===== src/rtl/lasernet_pkg.sv =====
// lasernet_pkg: shared constants and the assembler state encoding for the
// LaserNet receive path.
//   PACKET_BYTES / PACKET_WORDS / PACKET_WIDTH : frame geometry (36 bytes, 288 bits)
//   DEFAULT_SYNC_BYTE                          : start-of-frame marker
//   asm_state_e                                : packet_assembler FSM states
package lasernet_pkg;

  localparam int         PACKET_BYTES      = 36;
  localparam int         PACKET_WORDS      = 9;
  localparam int         PACKET_WIDTH      = 288;
  localparam logic [7:0] DEFAULT_SYNC_BYTE = 8'h7E;
  localparam logic [5:0] LAST_BYTE_IDX     = 6'(PACKET_BYTES - 1);

  typedef enum logic {
    ST_IDLE    = 1'b0,
    ST_COLLECT = 1'b1
  } asm_state_e;

endpackage


===== src/rtl/byte_watchdog.sv =====
// byte_watchdog: counts idle cycles while enabled and flags expiry on the
// cycle that would be the limit-th consecutive idle cycle.
//   clk     : rising-edge clock
//   reset   : asynchronous active-low reset
//   clear   : restart the idle count (a byte arrived, or not collecting)
//   enable  : count while high
//   expired : high during the limit-th idle cycle
//   limit   : parameter, idle cycles allowed (must be >= 1)
module byte_watchdog #(
  parameter int unsigned limit = 1000
) (
  input  logic clk,
  input  logic reset,
  input  logic clear,
  input  logic enable,
  output logic expired
);

  localparam int CW = $clog2(limit + 1);

  logic [CW-1:0] count_r;

  // Expiry looks at the count before this cycle's increment, so the abort
  // lands on the edge that completes the limit-th idle cycle.
  assign expired = enable && (count_r == CW'(limit - 1));

  // Idle-cycle counter; saturates at limit so it can never wrap.
  always_ff @(posedge clk or negedge reset) begin
    if (!reset) begin
      count_r <= '0;
    end else if (clear) begin
      count_r <= '0;
    end else if (enable && (count_r != CW'(limit))) begin
      count_r <= count_r + CW'(1);
    end else begin
      count_r <= count_r;
    end
  end

endmodule


===== src/rtl/packet_assembler.sv =====
// packet_assembler: hunts for SYNC_BYTE, then collects the next 36 bytes
// MSB-first into a shadow register and publishes them on packet with a
// one-cycle ready pulse.
//   clk        : rising-edge clock
//   reset      : asynchronous active-low reset
//   byte_in    : received byte
//   byte_valid : byte_in valid strobe
//   packet     : last completed frame, first byte at [287:280]
//   ready      : one-cycle pulse when packet is updated
//   busy       : high while collecting a frame
//   drop_count : saturating count of aborted frames
// Build option: define PKT_TIMEOUT_EN to add the inter-byte watchdog
// (TIMEOUT_CYCLES idle cycles abort the frame). Without it COLLECT waits
// forever and drop_count is tied to zero.
module packet_assembler
  import lasernet_pkg::*;
#(
  parameter logic [7:0]  SYNC_BYTE      = DEFAULT_SYNC_BYTE,
  parameter int unsigned TIMEOUT_CYCLES = 1000
) (
  input  logic                    clk,
  input  logic                    reset,
  input  logic [7:0]              byte_in,
  input  logic                    byte_valid,
  output logic [PACKET_WIDTH-1:0] packet,
  output logic                    ready,
  output logic                    busy,
  output logic [7:0]              drop_count
);

  asm_state_e              state_r, state_s;
  logic [5:0]              cnt_r, cnt_s;
  logic [PACKET_WIDTH-1:0] shadow_r, shadow_s;
  logic [PACKET_WIDTH-1:0] packet_r, packet_s;
  logic                    ready_r, ready_s;
  logic                    abort_s;
  logic                    expired_s;

`ifdef PKT_TIMEOUT_EN
  logic [7:0] drop_r;

  byte_watchdog #(
    .limit (TIMEOUT_CYCLES)
  ) u_watchdog (
    .clk     (clk),
    .reset   (reset),
    .clear   (byte_valid || (state_r != ST_COLLECT)),
    .enable  (state_r == ST_COLLECT),
    .expired (expired_s)
  );

  // Aborted-frame counter, saturating at 255.
  always_ff @(posedge clk or negedge reset) begin
    if (!reset) begin
      drop_r <= 8'd0;
    end else if (abort_s && (drop_r != 8'hFF)) begin
      drop_r <= drop_r + 8'd1;
    end else begin
      drop_r <= drop_r;
    end
  end

  assign drop_count = drop_r;
`else
  logic [32:0] unused_cfg_s;

  assign expired_s    = 1'b0;
  assign drop_count   = 8'd0;
  assign unused_cfg_s = {TIMEOUT_CYCLES, abort_s};
`endif

  // Next-state, shift and publish decisions.
  always_comb begin
    state_s  = state_r;
    cnt_s    = cnt_r;
    shadow_s = shadow_r;
    packet_s = packet_r;
    ready_s  = 1'b0;
    abort_s  = 1'b0;
    case (state_r)
      ST_IDLE: begin
        if (byte_valid && (byte_in == SYNC_BYTE)) begin
          state_s  = ST_COLLECT;
          cnt_s    = 6'd0;
          shadow_s = '0;
        end else begin
          state_s = ST_IDLE;
        end
      end
      ST_COLLECT: begin
        // A byte arriving on the expiry cycle wins over the watchdog.
        if (byte_valid) begin
          shadow_s = {shadow_r[PACKET_WIDTH-9:0], byte_in};
          if (cnt_r == LAST_BYTE_IDX) begin
            packet_s = shadow_s;
            ready_s  = 1'b1;
            state_s  = ST_IDLE;
            cnt_s    = 6'd0;
          end else begin
            cnt_s = cnt_r + 6'd1;
          end
        end else if (expired_s) begin
          state_s  = ST_IDLE;
          cnt_s    = 6'd0;
          shadow_s = '0;
          abort_s  = 1'b1;
        end else begin
          state_s = ST_COLLECT;
        end
      end
      default: begin
        state_s  = ST_IDLE;
        cnt_s    = 6'd0;
        shadow_s = '0;
      end
    endcase
  end

  // Frame state, shadow and output registers.
  always_ff @(posedge clk or negedge reset) begin
    if (!reset) begin
      state_r  <= ST_IDLE;
      cnt_r    <= 6'd0;
      shadow_r <= '0;
      packet_r <= '0;
      ready_r  <= 1'b0;
    end else begin
      state_r  <= state_s;
      cnt_r    <= cnt_s;
      shadow_r <= shadow_s;
      packet_r <= packet_s;
      ready_r  <= ready_s;
    end
  end

  assign packet = packet_r;
  assign ready  = ready_r;
  assign busy   = (state_r == ST_COLLECT);

endmodule


===== config.mk =====
export PLATFORM = sky130hd
export DESIGN_NAME = packet_assembler
export DESIGN_NICKNAME = d
export VERILOG_FILES = /design/src/rtl/lasernet_pkg.sv /design/src/rtl/byte_watchdog.sv /design/src/rtl/packet_assembler.sv
export SDC_FILE = /design/constraint.sdc
export NUM_CORES = 1
export LEC_CHECK = 0
export ABC_AREA = 1
export CAP_MARGIN = 15
export CORE_MARGIN = 2
export CORE_UTILIZATION = 39
export CTS_CLUSTER_DIAMETER = 150
export DETAILED_ROUTE_END_ITERATION = 10
export PLACE_DENSITY = 0.63
export SYNTH_ARGS = -nofsm -noshare
export SYNTH_HDL_FRONTEND = slang
export SYNTH_SLANG_ARGS = --single-unit

===== constraint.sdc =====
create_clock -name clk -period 2 [get_ports clk]
set_input_delay 0.4 -clock clk [delete_from_list [all_inputs] [get_ports clk]]
set_output_delay 0.4 -clock clk [all_outputs]
set_load 0.05 [all_outputs]

# After elaboration in Yosys (flattened, before gate mapping)
# Cells that the tools add are included.
# word_totals
out_inout_bits,298
reg_bits,576
in_bits,11
# classes
n_mux,14
eq_ne,4
addsub,1
reduce_logical,3
bitwise_logic,1
# op_table
cell,count
280-bit two-way mux,2
280-bit one-hot mux with 2 select lines,1
6-bit two-way mux,3
6-bit one-hot mux with 2 select lines,1
8-bit by 7-bit == test with 1-bit output (second input constant),1
6-bit by 1-bit adder with 6-bit output (second input constant),1
6-bit == test (second input constant),1
1-bit two-way mux,6
2-bit inequality test (second input constant),2
3-bit AND reduction,1
1-bit one-hot mux with 2 select lines,1
2-bit AND reduction,1
1-bit logical AND,1
1-bit NOT,1

# Depth between registers and ports, before layout
# logic_depth
ltp_word,4
ltp_mapped,8

# Least setup slack after synthesis
# Ideal clock, no wire load.
# synth_timing
path_type,flip-flop to flip-flop
startpoint,register state_r (netlist: busy)
endpoint,register packet_r[256] (netlist: packet[256])
arrival_ns,1.570
slack_ns,0.310
t_required_ns,1.880
n_path_buf,2
setup_ns,0.120
stages_incl_launch_ff,8
cell_sequence,dfrtp_1 -> nand2_2 -> inv_2 -> nand3_4 -> buf_6 -> buf_2 -> nand2_1 -> o21ai_2
# synth_between
elab_chain_len,1
# synth_rtl
element,line,rtl
start: declaration,packet_assembler.sv:31,"asm_state_e state_r, state_s;"
start signal: assignment,packet_assembler.sv:128,state_r <= state_s;
3-bit AND reduction (no line),-,
end signal: assignment,packet_assembler.sv:131,packet_r <= packet_s;
end: declaration,packet_assembler.sv:34,"logic [PACKET_WIDTH-1:0] packet_r, packet_s;"
# No other way between the ends.
# A chain may end at the register's enable or synchronous reset.

# Worst setup path in the final report
# layout_timing
startpoint,register packet_r[16] (netlist: packet[16])
endpoint,output packet[16]
# layout_lines
element,line,rtl
end: declaration,packet_assembler.sv:25,"output logic [PACKET_WIDTH-1:0] packet,"
# No word-level cell between the ends.

==> results.sh <==
export IMPL_die_h_um=240
export IMPL_ant_nets=0
export IMPL_hold_path_class="in2async"
export IMPL_antenna_found_initial=1
export IMPL_slowest_stage="clkdlybuf4s15_1"
export IMPL_dp_hpwl_mm=36.0
export IMPL_ir_drop_v=0.000681
export IMPL_synth_xor_area_share_pct=0.121
export IMPL_clock_path_buffers=3
export IMPL_met2_length_mm=24.4
export IMPL_via_count=14700
export IMPL_die_x_um=240
export IMPL_fillCellCount=5026
export IMPL_yosys_area_share_simple_pct=5.83
export IMPL_place_inst=2920
export IMPL_cp_arrival_ps=1550
export IMPL_yosysSeqAreaShare_pct=66.4
export IMPL_timing_critical_path_buf_inv=1
export IMPL_place_worst_setup_slack_ps=-40.2
export IMPL_regToRegSetupSlack_ps=320
export IMPL_placementRows=86
export IMPL_cts_buffers=60
export IMPL_multi_input_area_mm2=0.00522
export IMPL_cts_tree="built"
export IMPL_core_area_mm2=0.0551
export IMPL_yosys_mux_area_fraction_pct=0
export IMPL_crit_type="reg2out"
export IMPL_synth_distinct_cells=26
export IMPL_path_max_fanout=2
export IMPL_cellPowerDensity_mw_per_mm2=1100
export IMPL_max_freq_ghz=0.513
export IMPL_endpoint_kind="primary output"
export IMPL_top_layer="met4"
export IMPL_dr_pass1_iters=5
export IMPL_crit_path_start_kind="flip-flop"
export IMPL_gp_congestion=0.806
export IMPL_first_global_vias=14800
export IMPL_clkLatencyLatePin_ps=600
export IMPL_hold_viol=0
export IMPL_skew_ps=14.0
export IMPL_maxSlewHeadroom_pct=59.6
export IMPL_status="finished clean"
export IMPL_tightest_slew_ps=607
export IMPL_drc_errors=0
export IMPL_die_area_mm2=0.0576
export IMPL_final_nets=2247
export IMPL_start_util_pct=39.4
export IMPL_area_delta_synth_final_pct=26.8
export IMPL_crit_required_ps=1600
export IMPL_fin_ws_ps=51.6
export IMPL_drive_gt1_share_pct=17.9
export IMPL_viasPerCell=4.85
export IMPL_grt_pass1_wl_mm=83.7
export IMPL_overflow=0
export IMPL_yosysWarnings=0
export IMPL_synth_top_family_by_area="compound AO/OA/AOI/OAI gates"
export IMPL_layout_cells_non_filler=3029
export IMPL_synth_seq_cells=576
export IMPL_wl_met3_mm=3.24
export IMPL_cts_sinks=576
export IMPL_seqCellArea_mm2=0.0144
export IMPL_path_clk_slew_ps=60
export IMPL_p_leak_nw=13.7
export IMPL_setup_violations=0
export IMPL_wl_per_cell_um=17.5
export IMPL_postCtsSetupBuffers=0
export IMPL_period_minus_slack_ps=1950
export IMPL_rsz0062_at_grt="false"
export IMPL_post_route_util_pct=50.0
export IMPL_syn_cell_area_mm2=0.0217
export IMPL_synthAdderAreaFrac_pct=0.0577
export IMPL_grt_use_total_pct=18.5
export IMPL_port_buffers=300
export IMPL_drt_met1_wl_mm=24.2
export IMPL_avgSynthCellArea_um2=11.4
export IMPL_synth_compound_area_share_pct=17.8
export IMPL_drv_slew=0
export IMPL_htreeDepth=2
export IMPL_grt_max_degree=79
export IMPL_drt_wl_total_mm=52.9
export IMPL_drt_iter0_markers=1001
export IMPL_synthCells=1904
export IMPL_cpPeakStageDelay_ps=530
export IMPL_final_common_cell="dfrtp_1"
export IMPL_final_cell_mix="576 x dfrtp_1, 301 x nand2_1, 292 x inv_1"
export IMPL_timing_hold_ws_ps=338
export IMPL_period_share_pct=97.4
export IMPL_ioPinCount=309
export IMPL_cp_top_family="buffers and inverters"
export IMPL_root_buffer="clkbuf_16"
export IMPL_crit_path_cell_trace="clkdlybuf4s15_1"
export IMPL_cap_viol_max_count=0
## sequential cells by signal, indices dropped and copies added, names as in the netlist
name      cells
ready         1
shadow_r    280
cnt_r         6
packet      288
busy          1
## metal layers
metal,global-route usage (%),up-vias
met4,5.51,0
met2,28.8,360
li1,-,6956
met5,0,-
met3,3.94,70
met1,26.1,7315
## worst register-to-register path, stage by stage (launching register included)
cell	delay (ps)
dfrtp_1	380
ha_1	210
inv_1	70
nor2_2	170
nand3_4	160
buf_12	200
buf_12	200
nand2_1	130
o21ai_2	50
## kinds of logic (layout without fill, tap and decap cells)
logic type | count (synthesis) | in the layout
flip-flops | 576 | 576
AO/OA/AOI/OAI | 573 | 573
buffers and inverters | 426 | 795
AND/OR/NAND/NOR | 324 | 324
XOR/XNOR | 3 | 3
adder cells (fa/ha/maj) | 1 | 1
other | 1 | 9
## final cells by class
type,instances,share of cell area (%)
Sequential cell,576,52.4
Multi-Input combinational cell,909,19.0
Timing Repair Buffer,395,14.2
Clock buffer,91,6.39
Inverter,293,4.00
Tap cell,748,3.40
Clock inverter,16,0.727
Antenna cell,1,0.00909
## synthesized netlist by cell type (all sizes together)
cell type	instances	area (µm²)
o21ai	290	2100
a21oi	2	10.0
o211ai	1	7.51
nor2	9	36.3
conb	1	3.75
o22ai	280	1750
xor2	2	17.5
nand3	10	67.6
dfrtp	576	14400
ha	1	12.5
inv	293	1100
buf	98	885
nor3	2	21.3
clkbuf	35	131
xnor2	1	8.76
nand2	303	1140
## power breakdown
group / switching (mW) / internal (mW) / leakage (nW)
Combinational: 3.95 / 1.58 / 4.94
Sequential: 0.592 / 13.1 / 7.83
Clock: 4.51 / 6.55 / 0.956
Total: 9.05 / 21.2 / 13.7
## worst paths after layout
path,start,cells past startpoint,end
worst max-delay path,packet[16],1,packet[16]
worst min-delay path,reset,2,packet[43]
worst max register to register,cnt_r[0],8,packet[204]
worst min register to register,packet[182],2,packet[182]
max in group asynchronous,reset,3,packet[97]
min in group clk,byte_in[1],3,shadow_r[1]
## metrics by stage
step / cell area, µm² / total power, mW / TNS [ps]
2_1_floorplan: 21700 / 17.6 / 0
3_3_place_gp: 25800 / 19.6 / 0
3_5_place_dp: 25800 / 19.7 / -1340
4_1_cts: 27500 / 30.6 / 0
5_1_grt: 27500 / 31.7 / 0
6_report: 27500 / 30.3 / 0
## timing repair
| item | in CTS | in global routing |
|---|---|---|
| resized for setup | 248 | 10 |
| endpoints found under the setup margin | 245 | 10 |
| hold endpoints to repair | 28 | 0 |
| hold buffers | 1 | 0 |
Note: power is estimated with default switching activity, not from simulation.
